**src/rtl/keypad_scanner_pkg.sv**
```systemverilog
// keypad_scanner_pkg
// Shared definitions for the keypad scanner and its downstream consumer:
// scanner FSM state encoding, key type codes and the symbol key codes.
// Also provides a helper that classifies a key code as NUMBER or SYMBOL.
package keypad_scanner_pkg;

  typedef enum logic [1:0] {
    SCAN     = 2'd0,
    PRESS_DB = 2'd1,
    HELD     = 2'd2,
    REL_DB   = 2'd3
  } state_t;

  localparam logic NUMBER = 1'b0;
  localparam logic SYMBOL = 1'b1;

  localparam logic [3:0] A_BUT       = 4'hA;
  localparam logic [3:0] B_BUT       = 4'hB;
  localparam logic [3:0] C_BUT       = 4'hC;
  localparam logic [3:0] D_BUT       = 4'hD;
  localparam logic [3:0] NUMERAL_BUT = 4'hE;
  localparam logic [3:0] FN_BUT      = 4'hF;

  // Digits 0-9 are numbers; every code from A upward (including the
  // NUMERAL and FN function keys) is treated as a symbol.
  function automatic logic keyTypeOf(input logic [3:0] code);
    return (code >= A_BUT) ? SYMBOL : NUMBER;
  endfunction

endpackage

```
**src/rtl/keypad_scanner_if.sv**
```systemverilog
// keypad_scanner_if
// Bundles the keypad scanner's environment-facing and consumer-facing
// signals.
//   master : the scanner itself (samples enable/row_result, drives the rest)
//   slave  : the environment / downstream FSM side
// Signals:
//   enable        scan enable, low forces idle
//   row_result    raw active-low row lines from the keypad
//   col_selector  encoded column index to the external column decoder
//   valid_out     high while a debounced key is held
//   keytype       0 = NUMBER, 1 = SYMBOL
//   key           key code, stable while valid_out is high
//   number_signal one-cycle strobe on accepting a number key
//   symbol_signal one-cycle strobe on accepting a symbol key
interface keypad_scanner_if;
  logic       enable;
  logic [3:0] row_result;
  logic [1:0] col_selector;
  logic       valid_out;
  logic       keytype;
  logic [3:0] key;
  logic       number_signal;
  logic       symbol_signal;

  modport master (
    input  enable, row_result,
    output col_selector, valid_out, keytype, key, number_signal, symbol_signal
  );

  modport slave (
    output enable, row_result,
    input  col_selector, valid_out, keytype, key, number_signal, symbol_signal
  );
endinterface

```
**src/rtl/keypad_scanner_decode.sv**
```systemverilog
// keypad_decode
// Purely combinational map from a {row, column} position on the 4x4 matrix
// to the key code and its type.
// Ports:
//   i_row     row index 0..3
//   i_col     column index 0..3
//   o_key     key code
//   o_keytype NUMBER/SYMBOL classification of o_key
module keypad_decode
  import keypad_scanner_pkg::*;
(
  input  logic [1:0] i_row,
  input  logic [1:0] i_col,
  output logic [3:0] o_key,
  output logic       o_keytype
);

  // Physical layout: the bottom row carries FN, 0, NUMERAL and D.
  always_comb begin
    o_key = 4'h0;
    case ({i_row, i_col})
      4'h0: o_key = 4'h1;
      4'h1: o_key = 4'h2;
      4'h2: o_key = 4'h3;
      4'h3: o_key = A_BUT;
      4'h4: o_key = 4'h4;
      4'h5: o_key = 4'h5;
      4'h6: o_key = 4'h6;
      4'h7: o_key = B_BUT;
      4'h8: o_key = 4'h7;
      4'h9: o_key = 4'h8;
      4'hA: o_key = 4'h9;
      4'hB: o_key = C_BUT;
      4'hC: o_key = FN_BUT;
      4'hD: o_key = 4'h0;
      4'hE: o_key = NUMERAL_BUT;
      4'hF: o_key = D_BUT;
      default: o_key = 4'h0;
    endcase
    o_keytype = keyTypeOf(o_key);
  end

endmodule

```
**src/rtl/keypad_scanner.sv**
```systemverilog
// keypad_scanner
// Scans a 4x4 active-low matrix keypad one column at a time, debounces
// press and release, and presents a held key code with a level valid plus
// one-cycle NUMBER/SYMBOL strobes on acceptance.
// Ports:
//   clock  system clock
//   reset  synchronous active-high reset
//   bus    keypad_scanner_if.master (enable, row_result in; column select,
//          valid, key, keytype and strobes out)
// Parameters:
//   SCAN_DIV       cycles each column is selected while scanning (>=4)
//   DEBOUNCE_CNT   stable cycles needed to accept a press or release (>=2)
//   REPEAT_CYCLES  held cycles between auto-repeat drops
// Configuration macro:
//   KEYPAD_AUTOREPEAT_EN  when defined, a held key periodically drops
//                         valid for one cycle and re-strobes.
module keypad_scanner
  import keypad_scanner_pkg::*;
#(
  parameter int SCAN_DIV      = 1000,
  parameter int DEBOUNCE_CNT  = 20000,
  parameter int REPEAT_CYCLES = 5000000
) (
  input logic               clock,
  input logic               reset,
  keypad_scanner_if.master  bus
);

  localparam int SCAN_W = $clog2(SCAN_DIV);
  localparam int DB_W   = $clog2(DEBOUNCE_CNT);
  localparam logic [SCAN_W-1:0] SCAN_LAST = SCAN_W'(SCAN_DIV - 1);
  localparam logic [DB_W-1:0]   DB_LAST   = DB_W'(DEBOUNCE_CNT - 1);

  generate
    if (SCAN_DIV < 4 || DEBOUNCE_CNT < 2 || REPEAT_CYCLES < 1) begin : g_paramCheck
      $error("keypad_scanner: SCAN_DIV>=4, DEBOUNCE_CNT>=2, REPEAT_CYCLES>=1 required");
    end
  endgenerate

  state_t            r_state;
  logic [3:0]        r_rowMeta;
  logic [3:0]        r_rowSync;
  logic [SCAN_W-1:0] r_scanCnt;
  logic [DB_W-1:0]   r_dbCnt;
  logic [1:0]        r_col;
  logic [1:0]        r_row;
  logic              r_valid;
  logic [3:0]        r_key;
  logic              r_keytype;
  logic              r_numStb;
  logic              r_symStb;

  logic [3:0]        w_active;
  logic              w_anyActive;
  logic [1:0]        w_lowRow;
  logic [3:0]        w_key;
  logic              w_keytype;

`ifdef KEYPAD_AUTOREPEAT_EN
  localparam int REP_W = $clog2(REPEAT_CYCLES + 1);
  localparam logic [REP_W-1:0] REP_LAST = REP_W'(REPEAT_CYCLES - 1);
  logic [REP_W-1:0]  r_repCnt;
  logic              r_repDrop;
`endif

  // Rows are asynchronous to clock; idle (released) level is all ones.
  always_ff @(posedge clock) begin
    if (reset) begin
      r_rowMeta <= 4'hF;
      r_rowSync <= 4'hF;
    end else begin
      r_rowMeta <= bus.row_result;
      r_rowSync <= r_rowMeta;
    end
  end

  assign w_active    = ~r_rowSync;
  assign w_anyActive = |w_active;

  // Lowest-numbered active row wins when several are pressed together.
  always_comb begin
    w_lowRow = 2'd0;
    if (w_active[0])      w_lowRow = 2'd0;
    else if (w_active[1]) w_lowRow = 2'd1;
    else if (w_active[2]) w_lowRow = 2'd2;
    else if (w_active[3]) w_lowRow = 2'd3;
  end

  keypad_decode u_decode (
    .i_row     (r_row),
    .i_col     (r_col),
    .o_key     (w_key),
    .o_keytype (w_keytype)
  );

  // Main scan/debounce FSM. While a key is latched the column stays frozen,
  // so presses in other columns are simply invisible until scanning resumes.
  // Leaving PRESS_DB or REL_DB back to SCAN always steps to the next column
  // so a stuck or bouncing key cannot monopolise the scanner.
  always_ff @(posedge clock) begin
    if (reset) begin
      r_state   <= SCAN;
      r_scanCnt <= '0;
      r_dbCnt   <= '0;
      r_col     <= 2'd0;
      r_row     <= 2'd0;
      r_valid   <= 1'b0;
      r_key     <= 4'h0;
      r_keytype <= NUMBER;
      r_numStb  <= 1'b0;
      r_symStb  <= 1'b0;
`ifdef KEYPAD_AUTOREPEAT_EN
      r_repCnt  <= '0;
      r_repDrop <= 1'b0;
`endif
    end else if (!bus.enable) begin
      // Column, key and keytype hold; everything else goes idle.
      r_state   <= SCAN;
      r_scanCnt <= '0;
      r_dbCnt   <= '0;
      r_valid   <= 1'b0;
      r_numStb  <= 1'b0;
      r_symStb  <= 1'b0;
`ifdef KEYPAD_AUTOREPEAT_EN
      r_repCnt  <= '0;
      r_repDrop <= 1'b0;
`endif
    end else begin
      r_numStb <= 1'b0;
      r_symStb <= 1'b0;
      case (r_state)
        SCAN: begin
          if (r_scanCnt == SCAN_LAST) begin
            r_scanCnt <= '0;
            if (w_anyActive) begin
              r_row   <= w_lowRow;
              r_dbCnt <= '0;
              r_state <= PRESS_DB;
            end else begin
              r_col <= r_col + 2'd1;
            end
          end else begin
            r_scanCnt <= r_scanCnt + SCAN_W'(1);
          end
        end

        PRESS_DB: begin
          if (w_anyActive && (w_lowRow == r_row)) begin
            if (r_dbCnt == DB_LAST) begin
              r_dbCnt   <= '0;
              r_state   <= HELD;
              r_valid   <= 1'b1;
              r_key     <= w_key;
              r_keytype <= w_keytype;
              r_numStb  <= (w_keytype == NUMBER);
              r_symStb  <= (w_keytype == SYMBOL);
`ifdef KEYPAD_AUTOREPEAT_EN
              r_repCnt  <= '0;
`endif
            end else begin
              r_dbCnt <= r_dbCnt + DB_W'(1);
            end
          end else begin
            r_dbCnt   <= '0;
            r_scanCnt <= '0;
            r_col     <= r_col + 2'd1;
            r_state   <= SCAN;
          end
        end

        HELD: begin
`ifdef KEYPAD_AUTOREPEAT_EN
          // A repeat drop lasts exactly one cycle; the re-assert comes
          // with a fresh strobe so the consumer sees a new keystroke.
          if (r_repDrop) begin
            r_repDrop <= 1'b0;
            r_repCnt  <= '0;
            r_valid   <= 1'b1;
            r_numStb  <= (r_keytype == NUMBER);
            r_symStb  <= (r_keytype == SYMBOL);
          end else if (!w_anyActive) begin
            r_repCnt <= '0;
            r_dbCnt  <= '0;
            r_state  <= REL_DB;
          end else if (r_repCnt == REP_LAST) begin
            r_repCnt  <= '0;
            r_repDrop <= 1'b1;
            r_valid   <= 1'b0;
          end else begin
            r_repCnt <= r_repCnt + REP_W'(1);
          end
`else
          if (!w_anyActive) begin
            r_dbCnt <= '0;
            r_state <= REL_DB;
          end
`endif
        end

        REL_DB: begin
          if (w_anyActive) begin
            r_dbCnt <= '0;
            r_state <= HELD;
          end else if (r_dbCnt == DB_LAST) begin
            r_dbCnt   <= '0;
            r_scanCnt <= '0;
            r_valid   <= 1'b0;
            r_col     <= r_col + 2'd1;
            r_state   <= SCAN;
          end else begin
            r_dbCnt <= r_dbCnt + DB_W'(1);
          end
        end

        default: r_state <= SCAN;
      endcase
    end
  end

  assign bus.col_selector  = r_col;
  assign bus.valid_out     = r_valid;
  assign bus.key           = r_key;
  assign bus.keytype       = r_keytype;
  assign bus.number_signal = r_numStb;
  assign bus.symbol_signal = r_symStb;

endmodule

```
**src/flat_wrapper.sv**
```systemverilog
// flat-port wrapper written by rule: the top's interface ports become plain ports
module keypad_scanner_flat import keypad_scanner_pkg::*;
#(
  parameter int SCAN_DIV      = 1000,
  parameter int DEBOUNCE_CNT  = 20000,
  parameter int REPEAT_CYCLES = 5000000
)
  (clock, reset, bus_enable, bus_row_result, bus_col_selector, bus_valid_out, bus_keytype, bus_key, bus_number_signal, bus_symbol_signal);
  keypad_scanner_if bus_i ();
  input logic clock;
  input logic reset;
  input wire logic [$bits(bus_i.enable)-1:0] bus_enable;
  input wire logic [$bits(bus_i.row_result)-1:0] bus_row_result;
  output wire logic [$bits(bus_i.col_selector)-1:0] bus_col_selector;
  output wire logic [$bits(bus_i.valid_out)-1:0] bus_valid_out;
  output wire logic [$bits(bus_i.keytype)-1:0] bus_keytype;
  output wire logic [$bits(bus_i.key)-1:0] bus_key;
  output wire logic [$bits(bus_i.number_signal)-1:0] bus_number_signal;
  output wire logic [$bits(bus_i.symbol_signal)-1:0] bus_symbol_signal;
  assign bus_i.enable = bus_enable;
  assign bus_i.row_result = bus_row_result;
  assign bus_col_selector = bus_i.col_selector;
  assign bus_valid_out = bus_i.valid_out;
  assign bus_keytype = bus_i.keytype;
  assign bus_key = bus_i.key;
  assign bus_number_signal = bus_i.number_signal;
  assign bus_symbol_signal = bus_i.symbol_signal;
  keypad_scanner #(.SCAN_DIV(SCAN_DIV), .DEBOUNCE_CNT(DEBOUNCE_CNT), .REPEAT_CYCLES(REPEAT_CYCLES)) u_core (.clock(clock), .reset(reset), .bus(bus_i));
endmodule
```
**config.mk**
```make
export PLATFORM = sky130hd
export DESIGN_NAME = keypad_scanner_flat
export DESIGN_NICKNAME = d
export VERILOG_FILES = /design/src/rtl/keypad_scanner_pkg.sv /design/src/rtl/keypad_scanner_if.sv /design/src/rtl/keypad_scanner_decode.sv /design/src/rtl/keypad_scanner.sv /design/src/flat_wrapper.sv
export SDC_FILE = /design/constraint.sdc
export NUM_CORES = 1
export LEC_CHECK = 0
export ABC_CLOCK_PERIOD_IN_PS = 3000
export CORE_MARGIN = 4
export CORE_UTILIZATION = 50
export CTS_CLUSTER_SIZE = 20
export DETAILED_ROUTE_END_ITERATION = 8
export PLACE_DENSITY = 0.69
export SKIP_CTS_REPAIR_TIMING = 1
export SLEW_MARGIN = 0
export SYNTH_ARGS = -nofsm -noshare
export SYNTH_HDL_FRONTEND = slang
export SYNTH_SLANG_ARGS = --single-unit
```
**constraint.sdc**
```tcl
create_clock -name clock -period 3 [get_ports clock]
set_clock_uncertainty 0.05 [all_clocks]
set_input_delay 0.9 -clock clock [delete_from_list [all_inputs] [get_ports clock]]
set_output_delay 0.9 -clock clock [all_outputs]
set_load 0.005 [all_outputs]
```
### Word level (Yosys, flattened, before mapping)

Memory sizes are Yosys's and may differ from the RTL's.
Cells that the tools add are included.

| word-level totals | value |
|---|---|
| bits in registers | 47 |
| ROM bits | 64 |
| bits of input ports | 7 |
| output and inout port bits | 10 |
| word-level logic and storage cells | 90 |
| memories kept | 1 |

Memories:

| memory | depth | width | read ports | clocked after memory_dff | wr ports | RTL line | source |
|---|---|---|---|---|---|---|---|
| (no name shown) | 16 | 4 | 1 | 0 | 0 | keypad_scanner_decode.sv:21 | `case ({i_row, i_col})` |

| operators by class | value |
|---|---|
| $add $sub $neg | 3 |
| order comparisons | 1 |
| eq/ne operators | 17 |
| multiplexer cells | 36 |
| bitwise logic cells | 6 |
| reductions and logical operators | 14 |

Operators by type and width:

| kind | number |
|---|---|
| 15-bit two-way mux | 6 |
| 15-bit case mux with 4 select lines | 1 |
| 10-bit two-way mux | 4 |
| 2-bit two-way mux | 16 |
| 10-bit case mux with 3 select lines | 1 |
| 15-bit by 1-bit adder with 15-bit output (second input constant) | 1 |
| 15-bit equality test (second input constant) | 1 |
| 4-bit AND reduction | 3 |
| 10-bit by 1-bit adder with 10-bit output (second input constant) | 1 |
| 10-bit equality test (second input constant) | 1 |
| 2-bit by 1-bit != test with 1-bit output (second input constant) | 5 |
| 5-bit AND reduction | 2 |
| 2-bit != test (second input constant) | 4 |
| 2-bit case mux with 4 select lines | 1 |
| 7-bit AND reduction | 1 |
| 2-bit case mux with 3 select lines | 1 |
| 1-bit two-way mux | 5 |
| 1-bit NOT | 5 |
| 5-bit OR reduction | 1 |
| 2-bit equality test (second input constant) | 2 |
| 4-bit >= comparator (second input constant) | 1 |
| 4-bit NOT | 1 |
| 4-bit OR reduction | 1 |
| 3-bit by 1-bit != test with 1-bit output (second input constant) | 1 |
| other kinds (11) | 11 |

### Logic depth before layout (Yosys ltp)

| depth | value |
|---|---|
| word-level depth | 9 |
| mapped depth | 9 |

### Modules after synthesis

From an unflattened synthesis, not the netlist that was laid out.

| second synthesis, totals | value |
|---|---|
| cell total of the unflattened synthesis | 286 |
| area total of the unflattened synthesis | 2571.2 sq um |

By module, submodules not included:

| module | instances | cells each | area an instance (sq um) | seq. area each (sq um) |
|---|---|---|---|---|
| keypad_scanner | 1 | 262 | 2352.3 | 940.9 |
| keypad_decode | 1 | 24 | 219.0 | 0.0 |

### Worst setup path after synthesis

No wires, ideal clock.

| timing path | value |
|---|---|
| path kind | register -> register |
| start point | register u_core.r_scanCnt[3] |
| end point | register u_core.r_dbCnt[9] |
| data arrival time | 2.137 ns |
| path slack | 0.739 ns |
| cell stages (with the launch flop) | 7 |
| path buffers | 1 |
| period minus slack after synthesis | 2.261 ns |
| cells stage by stage | dfxtp_1 or4b_1 or4_4 and2_4 buf_6 or4_1 a31oi_1 |

| between the ends | value |
|---|---|
| cells in the longest elaborated chain, start to end | 3 |

RTL lines:

| item | RTL line | source |
|---|---|---|
| start: declaration | keypad_scanner.sv:43 | `logic [SCAN_W-1:0] r_scanCnt;` |
| start signal: assignment | keypad_scanner.sv:143 | `r_scanCnt <= r_scanCnt + SCAN_W'(1);` |
| 10-bit equality test | keypad_scanner.sv:133 | `if (r_scanCnt == SCAN_LAST) begin` |
| 2-bit by 1-bit != test with 1-bit output (no line) | -- |  |
| 3-bit AND reduction (no line) | -- |  |
| end signal: assignment | keypad_scanner.sv:161 | `r_dbCnt <= r_dbCnt + DB_W'(1);` |
| end signal: assignment | keypad_scanner.sv:211 | `r_dbCnt <= r_dbCnt + DB_W'(1);` |
| end: declaration | keypad_scanner.sv:44 | `logic [DB_W-1:0] r_dbCnt;` |

Every way passes these cells.
A chain may end at the register's enable or synchronous reset.

### Final worst setup path

| timing path | value |
|---|---|
| start point | register u_core.r_state[1] |
| end point | register u_core.r_dbCnt[9] |

| between the ends | value |
|---|---|
| cells in the longest elaborated chain, start to end | 3 |
| elaborated cells between the ends (all ways) | 9 |
| those cells by class | eq/ne: 6; mux: 1; reduce/logical: 2 |

RTL lines:

| item | RTL line | source |
|---|---|---|
| start: declaration | keypad_scanner.sv:40 | `state_t r_state;` |
| start signal: assignment | keypad_scanner.sv:102 | `r_state <= SCAN;` |
| start signal: assignment | keypad_scanner.sv:118 | `r_state <= SCAN;` |
| start signal: assignment | keypad_scanner.sv:138 | `r_state <= PRESS_DB;` |
| 2-bit equality test / 2-bit logical NOT (equally long branches) | keypad_scanner.sv:131 | `case (r_state)` |
| 2-bit != test (no line) / 2-bit by 1-bit != test with 1-bit output (equally long branches) | -- |  |
| 3-bit AND reduction (no line) | -- |  |

Several ways; a longest one is shown, not always the timed one.

==> impl_metrics.ini <==
[layout]
fin_nets = 331
diodes = 0
drive_gt1_share_pct = 9.46
multi_input_area_um2 = 1440
areaGrowthSynthToFinish_pct = 12.9
post-route-util_pct = 58.8
seq_area_um2 = 941
fill_cells = 452

[placement]
io_buffer_count = 16
dpl.hpwl_um = 3810
pre_cts_slack_ns = 0.417
gp_congestion = 0.822

[sta]
hold_viol = 0
fin_tns_setup_ns = 0
period_share_pct = 82.2
setup_viol = 0
setup_slack_ns = 0.535
drv_slew = 0
fmax_mhz = 406
relSlewSlack_pct = 55.1
worstMarginPinSlew_ns = 0.671
grt_setup_unrepaired = no
fin_hold_ws_ns = 0.360
fin_crit_ns = 2.46

[flow_run]
max_cap_viol_count = 0

[routing]
wire_per_inst_um = 13.9
drc = 0
drt-total-wl_um = 5340
drt_first_pass_iters = 5
viasPerCell = 5.94
drtIter0Drc = 171
vias = 2282
ant_nets = 0

[synth]
ys_seq_area_share_pct = 38.0
synth_seq_cells = 47
ys_types = 52
avgSynthCellArea_um2 = 8.19
synth_edf_count = 0
synth_common_cells = dfxtp_1, nand2_1, nor2_1
synthMostInstantiatedCell = dfxtp_1
synthTopCellsByArea = dfxtp_1, nand2_1, ha_1, nand3_1, a31oi_1
netlist_area_um2 = 2470
synthCells = 302
ys.flop_type = dfxtp_1
synth_top_area_share_pct = 38.0
yosysWarningCount = 0
yosys.area.top_type = dfxtp_1
synth_nets = 316
synthArstFlopShare_pct = 0

[setup_path]
critPathMaxFanout = 17
worstPathArrival_ns = 2.65
cp_top_family = simple AND/OR/NAND/NOR gates
slowest_delay_ns = 0.58
cp_num_buf_inv = 0
critPathLaunchType = register
setup.worst_path.end_class = register
crit_type = reg -> reg
cp.required_ns = 3.18
crit_chain = or4b_1 > or4_4 > and2_4 > or4_1 > a31oi_1
slowest_stage = or4b_1

[floorplanning]
die-area_um2 = 6140
core_area_um2 = 4750
start_util_pct = 52.0
std_cell_rows = 25
design.portCount = 17
fp.dieH_um = 78.3
die_x_um = 78.3

[pwr]
power_density_nw_per_um2 = 380
power.leakage_uw = 0.000928
p_total_uw = 1060
vdd_drop_max_mv = 0.256

[global_route]
grt_pass1_wl_um = 9470
antenna_found_initial = 0
grt_usage_pct = 18.7
grt_overflow = 0
grt_pass1_vias = 2075
grt_max_degree = 22

[clock_network]
cts_buffers = 5
clockBufferDepth = 2
clkSinkCount = 47
root_buffer = clkbuf_8
cts_tree = done
clk_pin_slew_ns = 0.09
clkLatencyLatePin_ns = 0.30
htree_levels = 2

[outcome]
status = completed

[worst_hold_path]
min_path_type = reg -> reg
==> cell usage in the layout (no fill, tap or decap), drive strengths merged, types with 8 or more instances in the layout <==
cell type,instances
a21oi,14
nor3,8
clkdlybuf4s50,16
o21ai,14
nand3,17
nand2,34
nand4,11
inv,9
or2,10
a31oi,13
nor2,18
dfxtp,47
or3,8
==> where the power goes <==
part | internal [µW] | leakage, µW | switching (µW)
Clock | 181 | 0.0000470 | 206
Sequential | 630 | 0.000381 | 4.91
Combinational | 19.3 | 0.000500 | 21.4
Total | 830 | 0.000928 | 232
==> final timing paths <==
path,startpoint,to,slack (ns),cells past startpoint
worst max-delay path,u_core.r_state[1],u_core.r_dbCnt[9],0.54,5
worst min-delay path,u_core.r_rowMeta[2],u_core.r_rowSync[2],0.36,1
worst max register to register,u_core.r_state[1],u_core.r_dbCnt[9],0.54,5
worst min register to register,u_core.r_rowMeta[2],u_core.r_rowSync[2],0.36,1
==> metrics by stage <==
step,instances,area (µm²)
finish,384,2790
floorplan,302,2470
global route,384,2790
CTS,384,2790
global placement,377,2710
detailed placement,377,2710
==> layer usage <==
metal  vias to the layer above  track usage, %  share of wire (%)  wire [µm]
li1                       1153               -                  -          -
met1                      1056            25.4                 49       2620
met2                        69            29.5                 45       2400
met3                         4            4.24                5.2        276
met4                         0            5.94               0.79         42
met5                         -               0                  0          0
==> layout make-up <==
type / count / area share (%)
clock buffers: 6 / 2.96
multi-input cells: 231 / 51.4
inverters: 9 / 1.21
repair buffers: 23 / 7.61
well taps: 67 / 3.00
flip-flops and latches: 47 / 33.7
clock inverters: 1 / 0.179
==> cells by family (layout without fill, tap and decap cells) <==
kind of cell / Yosys count / count (layout) / share of synthesized area (%)
flip-flops: 47 / 47 / 38.0
AND/OR/NAND/NOR: 144 / 144 / 31.9
XOR/XNOR: 2 / 2 / 0.708
adder cells (fa/ha/maj): 7 / 7 / 3.54
multiplexers: 6 / 6 / 2.53
AO/OA/AOI/OAI: 72 / 72 / 19.3
buffers and inverters: 24 / 39 / 3.95
==> registers in the layout (all words and copies together) (netlist names) <==
name                      flops
u_core.bus.symbol_signal      1
u_core.r_state                2
u_core.r_rowSync              4
u_core.bus.number_signal      1
u_core.r_dbCnt               15
u_core.r_row                  2
u_core.bus.keytype            1
u_core.r_scanCnt             10
u_core.bus.valid_out          1
u_core.r_rowMeta              4
u_core.bus.key                4
u_core.bus.col_selector       2
Power figures use the tool's default switching activity.
